### src/rtl/ft245_pkg.sv
// Shared FT245 definitions: FSM state encoding and default write-timing constants.
package ft245_pkg;

  typedef enum logic [2:0] {
    ST_IDLE   = 3'd0,
    ST_SETUP  = 3'd1,
    ST_STROBE = 3'd2,
    ST_HOLD   = 3'd3,
    ST_SIWU   = 3'd4
  } ft_state_e;

  localparam int FT_FIFO_AW   = 4;
  localparam int FT_SETUP_CYC = 2;
  localparam int FT_WR_CYC    = 3;
  localparam int FT_HOLD_CYC  = 1;
  localparam int FT_SIWU_CYC  = 2;
  localparam int FT_CNT_W     = 8;

  // Terminal value of a phase counter that runs for n clocks.
  function automatic logic [FT_CNT_W-1:0] last_cnt(input int n);
    return FT_CNT_W'(n - 1);
  endfunction

endpackage

### src/rtl/ft245_tx_sync_fifo.sv
// Synchronous byte FIFO with extra-MSB pointers; level is the pointer difference.
module sync_fifo #(
  parameter int AW = 4,
  parameter int DW = 8
) (
  input  logic          clk_in,
  input  logic          rst_n,
  input  logic          i_push,
  input  logic [DW-1:0] i_data,
  input  logic          i_pop,
  output logic [DW-1:0] o_data,
  output logic          o_full,
  output logic          o_empty,
  output logic [AW:0]   o_level
);

  logic [DW-1:0] r_mem [2**AW];
  logic [AW:0]   r_wptr;
  logic [AW:0]   r_rptr;
  logic          w_do_push;
  logic          w_do_pop;

  assign o_level   = r_wptr - r_rptr;
  assign o_full    = o_level[AW];
  assign o_empty   = (r_wptr == r_rptr);
  assign o_data    = r_mem[r_rptr[AW-1:0]];
  assign w_do_push = i_push & ~o_full;
  assign w_do_pop  = i_pop & ~o_empty;

  always_ff @(posedge clk_in) begin
    if (w_do_push) r_mem[r_wptr[AW-1:0]] <= i_data;
  end

  always_ff @(posedge clk_in or negedge rst_n) begin
    if (!rst_n) begin
      r_wptr <= '0;
      r_rptr <= '0;
    end else begin
      if (w_do_push) r_wptr <= r_wptr + 1'b1;
      if (w_do_pop)  r_rptr <= r_rptr + 1'b1;
    end
  end

endmodule

### src/rtl/ft245_tx.sv
// FT245 async-FIFO transmit path: buffers producer bytes and strobes them into
// the FT232H, with optional send-immediate (SIWU) once the queue drains.
module ft245_tx
  import ft245_pkg::*;
#(
  parameter int FIFO_AW   = FT_FIFO_AW,
  parameter int SETUP_CYC = FT_SETUP_CYC,
  parameter int WR_CYC    = FT_WR_CYC,
  parameter int HOLD_CYC  = FT_HOLD_CYC,
  parameter int SIWU_CYC  = FT_SIWU_CYC
) (
  input  logic             clk_in,
  input  logic             rst_n,
  input  logic [7:0]       tx_data,
  input  logic             tx_valid,
  output logic             tx_ready,
  input  logic             flush,
  input  logic             rx_busy,
  input  logic             ft_txe_n,
  output logic [7:0]       ft_data_out,
  output logic             ft_data_oe,
  output logic             ft_wr_n,
  output logic             ft_siwu_n,
  output logic [FIFO_AW:0] tx_level,
  output logic             tx_idle
);

  ft_state_e             r_state, w_state_nx;
  logic [FT_CNT_W-1:0]   r_cnt, w_cnt_nx;
  logic [1:0]            r_txe_sync;
  logic                  r_wr_n, w_wr_n_nx;
  logic                  r_siwu_n, w_siwu_n_nx;
  logic                  r_oe, w_oe_nx;
  logic [7:0]            r_data, w_data_nx;
  logic                  r_flush_pend, w_flush_nx;
  logic                  w_txe_s;
  logic                  w_push, w_pop;
  logic                  w_full, w_empty;
  logic [7:0]            w_head;

  assign w_txe_s     = r_txe_sync[1];
  assign w_push      = tx_valid & ~w_full;
  assign tx_ready    = ~w_full;
  assign ft_data_out = r_data;
  assign ft_data_oe  = r_oe;
  assign ft_wr_n     = r_wr_n;
  assign ft_siwu_n   = r_siwu_n;
  assign tx_idle     = (r_state == ST_IDLE) & ~r_oe;

  sync_fifo #(.AW(FIFO_AW), .DW(8)) u_fifo (
    .clk_in  (clk_in),
    .rst_n   (rst_n),
    .i_push  (w_push),
    .i_data  (tx_data),
    .i_pop   (w_pop),
    .o_data  (w_head),
    .o_full  (w_full),
    .o_empty (w_empty),
    .o_level (tx_level)
  );

  // ft_txe_n is asynchronous to clk_in; synchronizer idles at "no space".
  always_ff @(posedge clk_in or negedge rst_n) begin
    if (!rst_n) r_txe_sync <= 2'b11;
    else        r_txe_sync <= {r_txe_sync[0], ft_txe_n};
  end

  always_ff @(posedge clk_in or negedge rst_n) begin
    if (!rst_n) begin
      r_state      <= ST_IDLE;
      r_cnt        <= '0;
      r_wr_n       <= 1'b1;
      r_siwu_n     <= 1'b1;
      r_oe         <= 1'b0;
      r_data       <= 8'h00;
      r_flush_pend <= 1'b0;
    end else begin
      r_state      <= w_state_nx;
      r_cnt        <= w_cnt_nx;
      r_wr_n       <= w_wr_n_nx;
      r_siwu_n     <= w_siwu_n_nx;
      r_oe         <= w_oe_nx;
      r_data       <= w_data_nx;
      r_flush_pend <= w_flush_nx;
    end
  end

  always_comb begin
    w_state_nx  = r_state;
    w_cnt_nx    = r_cnt;
    w_wr_n_nx   = r_wr_n;
    w_siwu_n_nx = r_siwu_n;
    w_oe_nx     = r_oe;
    w_data_nx   = r_data;
    w_flush_nx  = r_flush_pend | flush;
    w_pop       = 1'b0;
    case (r_state)
      ST_IDLE: begin
        w_cnt_nx = '0;
        // A queued byte wins over send-immediate; the live flush lets SIWU start next edge.
        if (!w_empty && !w_txe_s && !rx_busy) begin
          w_state_nx = ST_SETUP;
          w_data_nx  = w_head;
          w_oe_nx    = 1'b1;
        end else if (w_empty && (r_flush_pend || flush)) begin
          w_state_nx  = ST_SIWU;
          w_siwu_n_nx = 1'b0;
        end
      end
      ST_SETUP: begin
        if (r_cnt == last_cnt(SETUP_CYC)) begin
          w_state_nx = ST_STROBE;
          w_cnt_nx   = '0;
          w_wr_n_nx  = 1'b0;
        end else begin
          w_cnt_nx = r_cnt + 1'b1;
        end
      end
      ST_STROBE: begin
        if (r_cnt == last_cnt(WR_CYC)) begin
          w_state_nx = ST_HOLD;
          w_cnt_nx   = '0;
          w_wr_n_nx  = 1'b1;
          w_pop      = 1'b1;
        end else begin
          w_cnt_nx = r_cnt + 1'b1;
        end
      end
      ST_HOLD: begin
        if (r_cnt == last_cnt(HOLD_CYC)) begin
          w_state_nx = ST_IDLE;
          w_cnt_nx   = '0;
          w_oe_nx    = 1'b0;
        end else begin
          w_cnt_nx = r_cnt + 1'b1;
        end
      end
      ST_SIWU: begin
        // Flushes arriving here are absorbed into the pulse already in progress.
        w_flush_nx = r_flush_pend;
        if (r_cnt == last_cnt(SIWU_CYC)) begin
          w_state_nx  = ST_IDLE;
          w_cnt_nx    = '0;
          w_siwu_n_nx = 1'b1;
          w_flush_nx  = 1'b0;
        end else begin
          w_cnt_nx = r_cnt + 1'b1;
        end
      end
      default: begin
        w_state_nx = ST_IDLE;
        w_cnt_nx   = '0;
      end
    endcase
  end

endmodule
### config.mk
export PLATFORM = sky130hd
export DESIGN_NAME = ft245_tx
export DESIGN_NICKNAME = d
export VERILOG_FILES = /design/src/rtl/ft245_pkg.sv /design/src/rtl/ft245_tx_sync_fifo.sv /design/src/rtl/ft245_tx.sv
export SDC_FILE = /design/constraint.sdc
export NUM_CORES = 1
export LEC_CHECK = 0
export CAP_MARGIN = 20
export CORE_ASPECT_RATIO = 0.6
export CORE_UTILIZATION = 64
export DETAILED_ROUTE_END_ITERATION = 16
export PLACE_DENSITY = 0.84
export SYNTH_ARGS = -nofsm -noshare
export SYNTH_HDL_FRONTEND = slang
export SYNTH_SLANG_ARGS = --single-unit
### constraint.sdc
create_clock -name clk_in -period 6.99 [get_ports clk_in]
set_input_delay 2.097 -clock clk_in [delete_from_list [all_inputs] [get_ports clk_in]]
set_output_delay 2.097 -clock clk_in [all_outputs]
set_load 0.05 [all_outputs]
# After elaboration in Yosys (flattened, before gate mapping)

Memories as Yosys holds them, arrays and structs flattened. A register that Yosys moved wholly into a read port is not among the register bits.
Cells that the tools add are included.

Bits in registers: 27
Memory bits (writable): 128
Output and inout bits: 18
Logic and storage cells: 82
Memories: 1

$add $sub $neg: 4
Equality and inequality tests: 15
Muxes and demuxes: 26
Bitwise logic cells: 8
Reductions and logical operators: 19

Memories:

| name         | words | width | rd ports | clocked after memory_dff | write ports | line                     | RTL |
|---|---|---|---|---|---|---|---|
| u_fifo.r_mem | 16    | 8     | 1        | 1                        | 1           | ft245_tx_sync_fifo.sv:17 | `logic [DW-1:0] r_mem [2**AW];` |

Operators with widths:

| operator                                                        | count |
|---|---|
| 8-bit two-way mux                                               | 3 |
| 8-bit case mux with 3 select lines                              | 1 |
| 3-bit two-way mux                                               | 6 |
| 3-bit case mux with 5 select lines                              | 1 |
| 1-bit two-way mux                                               | 12 |
| 5-bit by 1-bit adder with 5-bit output, second input constant   | 2 |
| 2-bit != test, second input constant                            | 5 |
| 8-bit by 1-bit adder with 8-bit output, second input constant   | 1 |
| 8-bit by 1-bit == test with 1-bit output, second input constant | 1 |
| 8-bit by 2-bit == test with 1-bit output, second input constant | 1 |
| 8-bit zero test                                                 | 1 |
| 3-bit by 2-bit == test with 1-bit output, second input constant | 2 |
| 1-bit case mux with 2 select lines                              | 3 |
| 3-bit AND reduction                                             | 2 |
| 2-bit nonzero test                                              | 3 |
| 5-bit == test                                                   | 1 |
| 5-bit AND reduction                                             | 1 |
| 5-bit subtractor                                                | 1 |
| 1-bit AND                                                       | 4 |
| 1-bit zero test                                                 | 4 |
| 2-bit by 1-bit != test with 1-bit output, second input constant | 2 |
| 4-bit AND reduction                                             | 1 |
| 3-bit by 1-bit == test with 1-bit output, second input constant | 1 |
| 3-bit == test, second input constant                            | 1 |
| 8 further kinds                                                 | 12 |

# Longest topological paths before layout

Gate-level depths: netlist of the first run.

Word-level depth: 6
Gate-level depth with buffers: 10
Gate-level depth less buffers: 8

# By module

From an unflattened synthesis of the first run, not the netlist that was laid out.

Cells, all modules: 439
Area, all modules: 6980.4 um^2

By module, submodules not included:

| module    | instances | cells each | area an instance (um^2) | sequential area each (um^2) |
|---|---|---|---|---|
| sync_fifo | 1         | 327        | 5723.0                  | 4093.9 |
| ft245_tx  | 1         | 112        | 1257.5                  | 630.6 |

# Least setup slack after synthesis of the first run

Ideal clock, no wire load.

Kind: reg-to-output
From: register u_fifo.r_wptr[0]
To: output tx_level[4]
Arrival time: 2.493 ns
Data required time: 4.893 ns
Slack: 2.400 ns
Stages on the path, launching flop included: 10
Buffers on the path: 1
Cell sequence: dfrtp_1 inv_1 ha_1 fa_1 nor2b_1 o21a_1 nor2_1 xor2_1 inv_1 buf_4

Cells in the longest elaborated chain, start to end: 1

RTL lines:

| element                | line                     | RTL |
|---|---|---|
| from (decl)            | ft245_tx_sync_fifo.sv:18 | `logic [AW:0] r_wptr;` |
| from (signal assigned) | ft245_tx_sync_fifo.sv:39 | `if (w_do_push) r_wptr <= r_wptr + 1'b1;` |
| 5-bit subtractor       | ft245_tx_sync_fifo.sv:23 | `assign o_level = r_wptr - r_rptr;` |
| to (decl)              | ft245_tx.sv:24           | `output logic [FIFO_AW:0] tx_level,` |

No other way between the ends.

# Worst setup path in the final report of the first run

From: register u_fifo.r_wptr[2]
To: output tx_ready

Cells in the longest elaborated chain, start to end: 2

RTL lines:

| element          | line                     | RTL |
|---|---|---|
| 5-bit subtractor | ft245_tx_sync_fifo.sv:23 |  |
| 1-bit inverter   | ft245_tx.sv:43           | `assign tx_ready = ~w_full;` |
| to (decl)        | ft245_tx.sv:16           | `output logic tx_ready,` |

No other way between the ends.

==> results by group, run 1 <==
Worst setup path
  – Worst stage delay on the critical path: about 0.85 ns
  – Reg2Reg Depth: 7
  – Origin of the critical flop-to-flop path: u_fifo.r_wptr[2]$_DFFE_PN0P_
  – CP max FO: 19
  – Worst EP arrival: roughly 3.2 ns
  – Reg2reg setup slack: 3.35 ns
  – Critical path class: flip-flop to output pin
  – Critical path startpoint category: flip-flop
  – Crit. Startpoint: u_fifo.r_wptr[2]$_DFFE_PN0P_
  – Largest delay share family, worst path: buffers and inverters
  – WP buf/inv: 1
  – Required @ worst endpoint: 4.89 ns
  – Crit path cell chain: ha_1 > nor2b_1 > o21a_1 > nor2_1 > xor2_1 > clkdlybuf4s50_1
  – CP max-delay cell: clkdlybuf4s50_1
  – Crit path depth: 6
  – Crit path to: tx_ready
  – Crit. End Element: output pin
  – Worst r2r dst: u_fifo.r_mem[0][5]$_DFFE_PP_

Die
  – Core Rows: 28
  – Die Width: ~140 um
  – Full die area: 11100 um2
  – Starting Density: 67.6%
  – Core area: 10100 um2
  – Ports: 32
  – Die Ht: 82.1 um

Logic synthesis
  – Post-synth top area share: 56.2%
  – Post-synth EDFFs: 128
  – Prevailing post-synth register cell: edfxtp_1
  – Dominant cells by area after synthesis: edfxtp_1 56%, dfrtp_1 11%, mux4_2 11%
  – FF+latch count, synth: 163
  – Mapped Area: slightly below 7000 um2
  – Distinct cells, synth: 54
  – Yosys Warn Count: 0
  – Synth Instances: 414
  – Synth Net Count: between 400 and 500
  – Sequential fraction of the synthesis area: between 60% and 70%
  – Fraction of registers with async set/reset: 21.5%
  – Post-synth top area cell: edfxtp_1
  – Mean Syn Cell Area: between 15 and 20 um2

GRT
  – First-pass GRT wire length: 21.5 mm
  – Grt ovf: 0
  – GRT Total Usage: 28.3%
  – Vias in the first global route: 3649
  – Largest net degree at the start of global routing: 36
  – Initial antenna violation count: 0

Routing
  – DRC viols: 0
  – Drt total wl: 14.2 mm
  – DRT iter0 DRCs: 493
  – Vias: a little under 4k
  – Wirelength per Cell: 23.8 um
  – Pre-antenna DRT Iters: 5
  – Vias per cell: roughly 6.5
  – DRT antenna net count: 0

CTS
  – Worst-Skew Late Latency: roughly 0.42 ns
  – Clock root cell: clkbuf_16
  – Number of buffers created by CTS: 17
  – Clk buf depth: 2
  – Post-CTS setup repair buffer count: 0
  – CTS Sinks: 163
  – Clock transition at path regs: 0.06 ns
  – H-tree depth: 4
  – CTS Hold Bufs: 0
  – CTS resizes: 0
  – CTS tree: yes

Layout
  – Share of cells above drive strength 1: ~20%
  – Nets: 478
  – Most used cells in the layout excluding fill and tap cells: 128 x edfxtp_1, 38 x nand2_1, 32 x mux4_2, 30 x dfrtp_1, 30 x clkdlybuf4s50_1
  – Inserted Diodes: 0
  – Final Cell Area: slightly below 8000 um2
  – Most common cell after layout, fill and taps aside: edfxtp_1
  – # fillers: between 500 and 600
  – Area Growth Syn to Fin: 15.1%
  – Post-Layout Cell Count: 598

Place
  – Placer Congestion: 0.790
  – Count of input and output buffers: 31
  – Hpwl dp: 9.14 mm
  – Dpl cells: 563
  – Dpl cell area: 7270 um2

Timing
  – Slew Limit Fails: 0
  – Slew @ Worst Pin: approximately 1 ns
  – Tcrit/Tclk final: 75.1%
  – Sum of negative setup slack: 0 ns
  – Max_slew headroom: 31.5%
  – RSZ-0062 raised after global routing: false
  – Hold Slack: 0.366 ns
  – FMAX: 0.191 GHz
  – Fin crit period: 5.25 ns
  – Setup violators final: 0
  – Final Hold Fails: 0
  – Clk_skew: 0.00662 ns

Pwr
  – Overall power: 3320 uW
  – Pwr Density: 421 nW/um2
  – Leak: 0.00272 uW
  – Peak VDD IR: 0.227 mV

Job
  – Max-cap violations: 0

Outcome
  – Status: complete, no violations

Min path
  – Hold Path Class: flip-flop to flip-flop
-- area by class of cell --
type                    count  area [um2]  area share (%)
flip-flops and latches    163        4730            60.0
clock inverters            13         158            2.00
clock buffers              19         433            5.49
repair buffers             38         354            4.49
multi-input cells         218        1990            25.3
well taps                 135         169            2.14
inverters                  12        45.0           0.572
-- worst register-to-register path, stage by stage, from the launching register on --
cell     delay (ns)
dfrtp_1        0.79
ha_1           0.40
nor2b_1        0.15
o21a_1         0.20
nor4b_2        0.41
nor2_1         0.24
buf_6          0.21
nor4b_2        0.85
-- routing by layer --
metal  GRT usage [%]  wire [um]
met4            8.65        166
met5               0          0
met2            39.7       6180
met3            7.39       1560
met1            43.7       6300
-- worst min-delay path by stage --
| stage | start | end | slack [ns] | depth (start not counted) |
|---|---|---|---|---|
| floorplan | r_txe_sync[0]$_DFF_PN1_ | r_txe_sync[1]$_DFF_PN1_ | 0.35 | 0 |
| global placement | r_txe_sync[0]$_DFF_PN1_ | r_txe_sync[1]$_DFF_PN1_ | 0.35 | 0 |
| detailed placement | r_txe_sync[0]$_DFF_PN1_ | r_txe_sync[1]$_DFF_PN1_ | 0.35 | 0 |
| CTS | r_txe_sync[0]$_DFF_PN1_ | r_txe_sync[1]$_DFF_PN1_ | 0.37 | 0 |
| global route | r_txe_sync[0]$_DFF_PN1_ | r_txe_sync[1]$_DFF_PN1_ | 0.37 | 0 |
| finish | r_txe_sync[0]$_DFF_PN1_ | r_txe_sync[1]$_DFF_PN1_ | 0.37 | 0 |
-- power breakdown --
group          internal, uW  switching (uW)  total, uW
clock                   562             374        936
combinational           426             662       1090
sequential             1170             128       1290
total                  2150            1160       3320
-- through the flow --
step / worst slack [ns] / utilization [%]
final: 1.74 / 77.8
after CTS: 1.75 / 77.7
after global routing: 1.63 / 77.8
after floorplan: 2.40 / -
after detailed placement: 2.21 / 71.8
after global placement: 2.30 / 71.7
-- cell families (layout without fill, tap and decap cells) --
group | Yosys count | count (layout) | synth area share, %
XOR/XNOR | 18 | 18 | 2.41
AND/OR/NAND/NOR | 102 | 102 | 7.57
adder cells (fa/ha/maj) | 14 | 14 | 2.67
AO/OA/AOI/OAI | 51 | 51 | 5.43
multiplexers | 33 | 33 | 10.7
flip-flops | 163 | 163 | 69.0
buffers and inverters | 33 | 82 | 2.19
-- Yosys cell counts, types with 3 or more instances --
library cell  instances
edfxtp_1            128
nand2_1              38
mux4_2               32
dfrtp_1              31
nor2_1               27
o22ai_1              15
a21oi_1              14
ha_1                 13
clkbuf_1             12
inv_1                12
xnor2_1              10
nand3_1               7
xor2_1                7
nor3_1                6
buf_2                 5
nand3b_1              5
dfstp_2               4
nor4b_1               4
o21a_1                3
-- state kept, by name, summed over array words and instances, names as in the netlist --
name           flops
r_state            3
u_fifo.r_rptr      5
r_cnt              8
ft_data_oe         1
ft_wr_n            1
u_fifo.r_wptr      5
ft_data_out        8
ft_siwu_n          1
r_txe_sync         2
r_flush_pend       1
u_fifo.r_mem     128
Power figures use the tool's default switching activity.
==> run 2: changes to the inputs <==
--- a/config.mk
+++ b/config.mk
@@ -7,9 +7,9 @@
 export LEC_CHECK = 0
 export CAP_MARGIN = 20
 export CORE_ASPECT_RATIO = 0.6
-export CORE_UTILIZATION = 64
+export CORE_UTILIZATION = 54
 export DETAILED_ROUTE_END_ITERATION = 16
-export PLACE_DENSITY = 0.84
+export PLACE_DENSITY = 0.75
 export SYNTH_ARGS = -nofsm -noshare
 export SYNTH_HDL_FRONTEND = slang
 export SYNTH_SLANG_ARGS = --single-unit
==> constraint.sdc (replaced) <==
create_clock -name clk_in -period 4.6 [get_ports clk_in]
set_input_delay 1.38 -clock clk_in [delete_from_list [all_inputs] [get_ports clk_in]]
set_output_delay 1.38 -clock clk_in [all_outputs]
set_load 0.05 [all_outputs]
==> run 2 against run 1 <==
- setup slack got worse by 1.5 ns
- sequential power rose by 51%
- die area rose by 18%
- final area rose by 0.86%
- sequential cell count did not move
- utilization fell by 13 points
- critical path type unchanged
- clock power rose by 51%
==> results by group, run 2 (synthesis gave the netlist of run 1 again) <==
Die
  – Core area: 12200 um2 (was 10100 um2)
  – Ports: 32 (unchanged)
  – Full die area: 13100 um2 (was 11100 um2)
  – Die Ht: 89.2 um (was 82.1 um)
  – Starting Density: 56.0% (was 67.6%)
  – Core Rows: 31 (was 28)
  – Die Width: 147 um (was 136 um)

Layout
  – Most common cell after layout, fill and taps aside: edfxtp_1 (unchanged)
  – Inserted Diodes: 0 (unchanged)
  – Area Growth Syn to Fin: 16.1% (was 15.1%)
  – Nets: 482 (was 478)
  – Utilization after layout: 65.0% (was 77.8%)
  – Most used cells in the layout excluding fill and tap cells: 128 x edfxtp_1, 38 x nand2_1, 32 x mux4_2, 30 x dfrtp_1, 28 x clkdlybuf4s50_1 (was 128 x edfxtp_1, 38 x nand2_1, 32 x mux4_2, 30 x dfrtp_1, 30 x clkdlybuf4s50_1)
  – Share of cells above drive strength 1: 21.2% (was 19.7%)
  – Largest register FFs: 128 (unchanged)

Routing
  – Drt total wl: 14.3 mm (was 14.2 mm)
  – Pre-antenna DRT Iters: 5 (unchanged)
  – Vias per cell: 5.96 (was 6.54)
  – Vias: 3767 (was 3912)
  – DRT antenna net count: 0 (unchanged)
  – Wirelength per Cell: 22.6 um (was 23.8 um)
  – DRT iter0 DRCs: 395 (was 493)
  – DRC viols: 0 (unchanged)

GRT
  – GRT Total Usage: 23.6% (was 28.3%)
  – Initial antenna violation count: 0 (unchanged)
  – First-pass GRT wire length: 21.6 mm (was 21.5 mm)
  – Vias in the first global route: 3720 (was 3649)
  – Grt ovf: 0 (unchanged)
  – Largest net degree at the start of global routing: 36 (unchanged)

Pwr
  – Peak VDD IR: 0.354 mV (was 0.227 mV)
  – Pwr Density: 633 nW/um2 (was 421 nW/um2)
  – Internal power: 3270 uW (was 2150 uW)
  – Clock share of power: 28.1% (was 28.2%)
  – Leak: 0.00274 uW (was 0.00272 uW)
  – Sw power: 1760 uW (was 1160 uW)
  – Switching Fraction: 35.0% (was 35.1%)
  – Seq pwr share: 38.8% (was 39.0%)
  – Logic pwr share: 33.2% (was 32.8%)

Timing
  – RSZ-0062 raised after global routing: false (unchanged)
  – Tcrit/Tclk final: 95.7%
  – Setup violators final: 0 (unchanged)
  – Sum of negative setup slack: 0 ns (unchanged)
  – Clk_skew: 0.00692 ns (was 0.00662 ns)
  – Slew @ Worst Pin: 0.870 ns (was 1.03 ns)
  – Fin crit period: 4.40 ns
  – FMAX: 0.227 GHz
  – Max_slew headroom: 41.8% (was 31.5%)
  – Final Hold Fails: 0 (unchanged)
  – Slew Limit Fails: 0 (unchanged)

CTS
  – H-tree depth: 4 (unchanged)
  – CTS Hold Bufs: 0 (unchanged)
  – Clock transition at path regs: 0.06 ns (about the same)
  – Clk buf depth: 2 (unchanged)
  – Clock root cell: clkbuf_16 (unchanged)
  – CTS tree: yes (unchanged)
  – Worst-Skew Late Latency: 0.41 ns (was 0.42 ns)
  – Number of buffers created by CTS: 17 (unchanged)
  – Post-CTS setup repair buffer count: 0 (unchanged)
  – CTS resizes: 0 (unchanged)
  – CTS Sinks: 163 (unchanged)

Place
  – Count of input and output buffers: 31 (unchanged)
  – Hpwl dp: 9.42 mm (was 9.14 mm)
  – Placer Congestion: 0.827 (was 0.790)

Worst setup path
  – Worst EP arrival: 3.02 ns (was 3.15 ns)
  – Crit. End Element: output pin (unchanged)
  – Required @ worst endpoint: 3.22 ns (was 4.89 ns)
  – Origin of the critical flop-to-flop path: u_fifo.r_wptr[2]$_DFFE_PN0P_ (unchanged)
  – CP max FO: 5 (was 19)
  – Crit. Startpoint: u_fifo.r_wptr[0]$_DFFE_PN0P_ (was u_fifo.r_wptr[2]$_DFFE_PN0P_)
  – Reg2Reg Depth: 7 (unchanged)
  – Critical path class: flip-flop to output pin (unchanged)
  – Critical path startpoint category: flip-flop (unchanged)

Min path
  – Hold Path Origin: r_txe_sync[0]$_DFF_PN1_ (unchanged)
  – Hold Path Class: flip-flop to flip-flop (unchanged)
  – Hold depth: 0 (unchanged)

Outcome
  – Status: complete, no violations (unchanged)

Job
  – Max-cap violations: 0 (unchanged)
run 2: area by class of cell:
class / count / area [um2]
Tap cell: 165 / 206
Multi-Input combinational cell: 218 / 1990
Inverter: 12 / 45.0
Clock buffer: 19 / 433
Fill cell: 844 / 4270
Clock inverter: 13 / 159
Sequential cell: 163 / 4730
Timing Repair Buffer: 42 / 383
run 2: worst max-delay path: stages (launching register included):
cell and delay (ns):
dfrtp_1 0.45, inv_1 0.12, ha_1 0.23, fa_1 0.42
nor2b_1 0.14, o21a_1 0.18, nor2_1 0.07, xor2_1 0.15
inv_1 0.07, clkdlybuf4s50_1 0.79
run 2: final timing paths:
kind	endpoint	slack [ns]
max	tx_level[4]	0.20
min	r_txe_sync[1]$_DFF_PN1_	0.39
max reg2reg	u_fifo.r_mem[14][0]$_DFFE_PP_	1.38
min reg2reg	r_txe_sync[1]$_DFF_PN1_	0.39
max in group asynchronous	u_fifo.r_rptr[0]$_DFFE_PN0P_	2.92
min in group asynchronous	r_cnt[2]$_DFF_PN0_	1.08
run 2: layer usage:
layer / up-vias / part of all wire (%) / GRT usage [%]
met3: 12 / 7.5 / 6.22
li1: 1685 / - / -
met2: 146 / 45 / 35.1
met1: 1924 / 46 / 35.0
met4: 0 / 1.0 / 6.37
met5: - / 0 / 0
run 2: power groups by stage:
stage,Clock [uW],Sequential (uW),Combinational (uW)
floorplan,0,2010,1120
global placement,0,1960,1630
detailed placement,0,1980,1660
CTS,1440,1950,1670
global route,1490,1970,1780
finish,1410,1950,1670
run 2: per-stage QoR:
step | total power [uW] | cell area, um2 | cells | setup slack (ns) | hold WS (ns)
2_1_floorplan | 3130 | 6840 | 414 | 0.727 | 0.345
3_3_place_gp | 3590 | 7350 | 600 | 0.740 | 0.383
3_5_place_dp | 3640 | 7350 | 600 | 0.642 | 0.379
4_1_cts | 5060 | 7950 | 632 | 0.181 | 0.396
5_1_grt | 5240 | 7950 | 632 | 0.0412 | 0.396
6_report | 5030 | 7950 | 632 | 0.199 | 0.394
==> run 3: changes to the inputs <==
--- a/config.mk
+++ b/config.mk
@@ -5,9 +5,10 @@
 export SDC_FILE = /design/constraint.sdc
 export NUM_CORES = 1
 export LEC_CHECK = 0
-export CAP_MARGIN = 20
+export CAP_MARGIN = 40
 export CORE_ASPECT_RATIO = 0.6
 export CORE_UTILIZATION = 54
+export CTS_CLUSTER_SIZE = 25
 export DETAILED_ROUTE_END_ITERATION = 16
 export PLACE_DENSITY = 0.75
 export SYNTH_ARGS = -nofsm -noshare
==> run 3 against run 2 <==
- cell count rose by 0.16%
- power is 0.19% higher
- largest power group unchanged
- utilization up 0.061 points
- fmax decreased by 0.11%
- final area about the same
- clock skew rose by 0.0051 ns
- setup slack got worse by 0.0048 ns
- sequential share of layout area down 0.056 points
- highest routed layer unchanged
- register-to-register slack is essentially flat
- global-route usage is the same
- die area unchanged
- combinational power about the same
==> results by group, run 3 (synthesis gave the netlist of run 1 again) <==
Outcome
  – Status: complete, no violations (unchanged)

Pwr
  – Switching Fraction: 35.1% (was 35.0%)
  – Seq pwr share: 38.7% (was 38.8%)
  – Logic pwr share: 33.2% (about the same)
  – Peak VDD IR: 0.357 mV (was 0.354 mV)
  – Pwr Density: 634 nW/um2 (was 633 nW/um2)
  – Sw power: 1770 uW (was 1760 uW)
  – Clock share of power: 28.1% (about the same)
  – Leak: 0.00275 uW (was 0.00274 uW)
  – Internal power: 3270 uW (about the same)

Place
  – Placer Congestion: 0.827 (unchanged)
  – Dpl cells: 600 (unchanged)
  – Hpwl dp: 9.42 mm (unchanged)
  – Pre-CTS setup slack: 0.642 ns (unchanged)
  – Count of input and output buffers: 31 (unchanged)

Layout
  – Post-Layout Cell Count: 633 (was 632)
  – # fillers: 843 (was 844)
  – Most used cells in the layout excluding fill and tap cells: 128 x edfxtp_1, 38 x nand2_1, 32 x mux4_2, 30 x dfrtp_1, 28 x clkdlybuf4s50_1 (unchanged)
  – Inserted Diodes: 0 (unchanged)
  – Nets: 483 (was 482)
  – Largest register FFs: 128 (unchanged)
  – Area Growth Syn to Fin: 16.2% (was 16.1%)
  – Share of cells above drive strength 1: 21.4% (was 21.2%)
  – Most common cell after layout, fill and taps aside: edfxtp_1 (unchanged)

Die
  – Ports: 32 (unchanged)
  – Starting Density: 56.0% (unchanged)
  – Die Ht: 89.2 um (unchanged)
  – Core Rows: 31 (unchanged)
  – Core area: 12200 um2 (unchanged)
  – Full die area: 13100 um2 (unchanged)
  – Die Width: 147 um (unchanged)

Timing
  – Tcrit/Tclk final: 95.8% (was 95.7%)
  – Fin crit period: 4.41 ns (was 4.40 ns)
  – Slew @ Worst Pin: 0.854 ns (was 0.870 ns)
  – Clk_skew: 0.0120 ns (was 0.00692 ns)
  – Setup violators final: 0 (unchanged)
  – Slew Limit Fails: 0 (unchanged)
  – Max_slew headroom: 43.1% (was 41.8%)
  – Sum of negative setup slack: 0 ns (unchanged)
  – Final worst setup slack: 0.194 ns (was 0.199 ns)
  – Final Hold Fails: 0 (unchanged)
  – FMAX: 0.227 GHz (about the same)
  – RSZ-0062 raised after global routing: false (unchanged)

Routing
  – Met3 wire len: 1.12 mm (was 1.07 mm)
  – DRT antenna net count: 0 (unchanged)
  – Drt total wl: 14.4 mm (was 14.3 mm)
  – Metal2 WL: 6.50 mm (was 6.49 mm)
  – Vias: 3807 (was 3767)
  – Pre-antenna DRT Iters: 4 (was 5)
  – Wirelength per Cell: 22.8 um (was 22.6 um)
  – DR top layer: met4 (unchanged)
  – DRT iter0 DRCs: 382 (was 395)
  – Vias per cell: 6.01 (was 5.96)
  – DRC viols: 0 (unchanged)
  – Wire length on met1: 6.64 mm (was 6.60 mm)

CTS
  – Clock transition at path regs: 0.06 ns (about the same)
  – H-tree depth: 4 (unchanged)
  – CTS Hold Bufs: 0 (unchanged)
  – Clk buf depth: 2 (unchanged)
  – CTS Sinks: 163 (unchanged)
  – Clock root cell: clkbuf_16 (unchanged)
  – CTS resizes: 0 (unchanged)
  – Post-CTS setup repair buffer count: 0 (unchanged)
  – Worst-Skew Late Latency: 0.42 ns (was 0.41 ns)
  – Number of buffers created by CTS: 17 (unchanged)
  – CTS tree: yes (unchanged)

Worst setup path
  – Worst stage delay on the critical path: 0.79 ns (about the same)
  – CP max FO: 5 (unchanged)
  – Cell mode on critical path: inv_1 (unchanged)
  – Worst EP arrival: 3.03 ns (was 3.02 ns)
  – CP max-delay cell: clkdlybuf4s50_1 (unchanged)
  – Largest delay share family, worst path: buffers and inverters (unchanged)
  – Required @ worst endpoint: 3.22 ns (about the same)
  – Critical path startpoint category: flip-flop (unchanged)
  – Crit path cell chain: inv_1 > ha_1 > fa_1 > nor2b_1 > o21a_1 > nor2_1 > xor2_1 > inv_1 > clkdlybuf4s50_1 (unchanged)
  – WP buf/inv: 3 (unchanged)
  – Critical path class: flip-flop to output pin (unchanged)
  – Crit. End Element: output pin (unchanged)

GRT
  – Initial antenna violation count: 0 (unchanged)
  – GRT Total Usage: 23.6% (unchanged)
  – Largest net degree at the start of global routing: 36 (unchanged)
  – First-pass GRT wire length: 21.6 mm (unchanged)
  – Grt ovf: 0 (unchanged)
  – Vias in the first global route: 3720 (unchanged)

Min path
  – Hold Path Class: flip-flop to flip-flop (unchanged)

Job
  – Max-cap violations: 0 (unchanged)
## run 3: cell count changes in the layout (fill, tap and decap cells not counted)
| cell | before | now |
|---|---|---|
| buf_4 | 13 | 14 |
## run 3: routing by layer
metal	up-vias	GRT usage, %
li1	1687	-
met1	1958	35.0
met2	148	35.1
met3	14	6.22
met4	0	6.37
met5	-	0
## run 3: cell type report
class | instances | area [um2] | share of cell area (%)
flip-flops and latches | 163 | 4730 | 59.4
multi-input cells | 218 | 1990 | 25.1
clock buffers | 19 | 433 | 5.44
repair buffers | 43 | 390 | 4.91
well taps | 165 | 206 | 2.60
clock inverters | 13 | 159 | 2.00
inverters | 12 | 45.0 | 0.566
## run 3: stage by stage
stage               hold WS [ns]  util (%)  power [uW]  area [um2]
floorplan                  0.345         -        3130        6840
global placement           0.383      60.2        3590        7350
detailed placement         0.379      60.2        3640        7350
CTS                        0.396      65.0        5060        7950
global route               0.396      65.1        5240        7950
finish                     0.388      65.1        5040        7950
## run 3: power by group through the flow
stage                     logic, uW  registers [uW]  clock network [uW]
final                          1670            1950                1420
after global routing           1790            1970                1490
after CTS                      1670            1950                1440
after detailed placement       1660            1980                   0
after global placement         1630            1960                   0
after floorplan                1120            2010                   0
## run 3: path summary, 6_finish.rpt
check,cells after the start,slack (ns),startpoint,to
setup / recovery,9,0.19,u_fifo.r_wptr[0]$_DFFE_PN0P_,tx_level[4]
hold / removal,0,0.39,r_txe_sync[0]$_DFF_PN1_,r_txe_sync[1]$_DFF_PN1_
setup reg to reg,7,1.38,u_fifo.r_wptr[2]$_DFFE_PN0P_,u_fifo.r_mem[12][0]$_DFFE_PP_
hold reg to reg,0,0.39,r_txe_sync[0]$_DFF_PN1_,r_txe_sync[1]$_DFF_PN1_
max in group asynchronous,1,2.94,rst_n,u_fifo.r_rptr[0]$_DFFE_PN0P_
min in group asynchronous,1,1.07,rst_n,r_cnt[2]$_DFF_PN0_
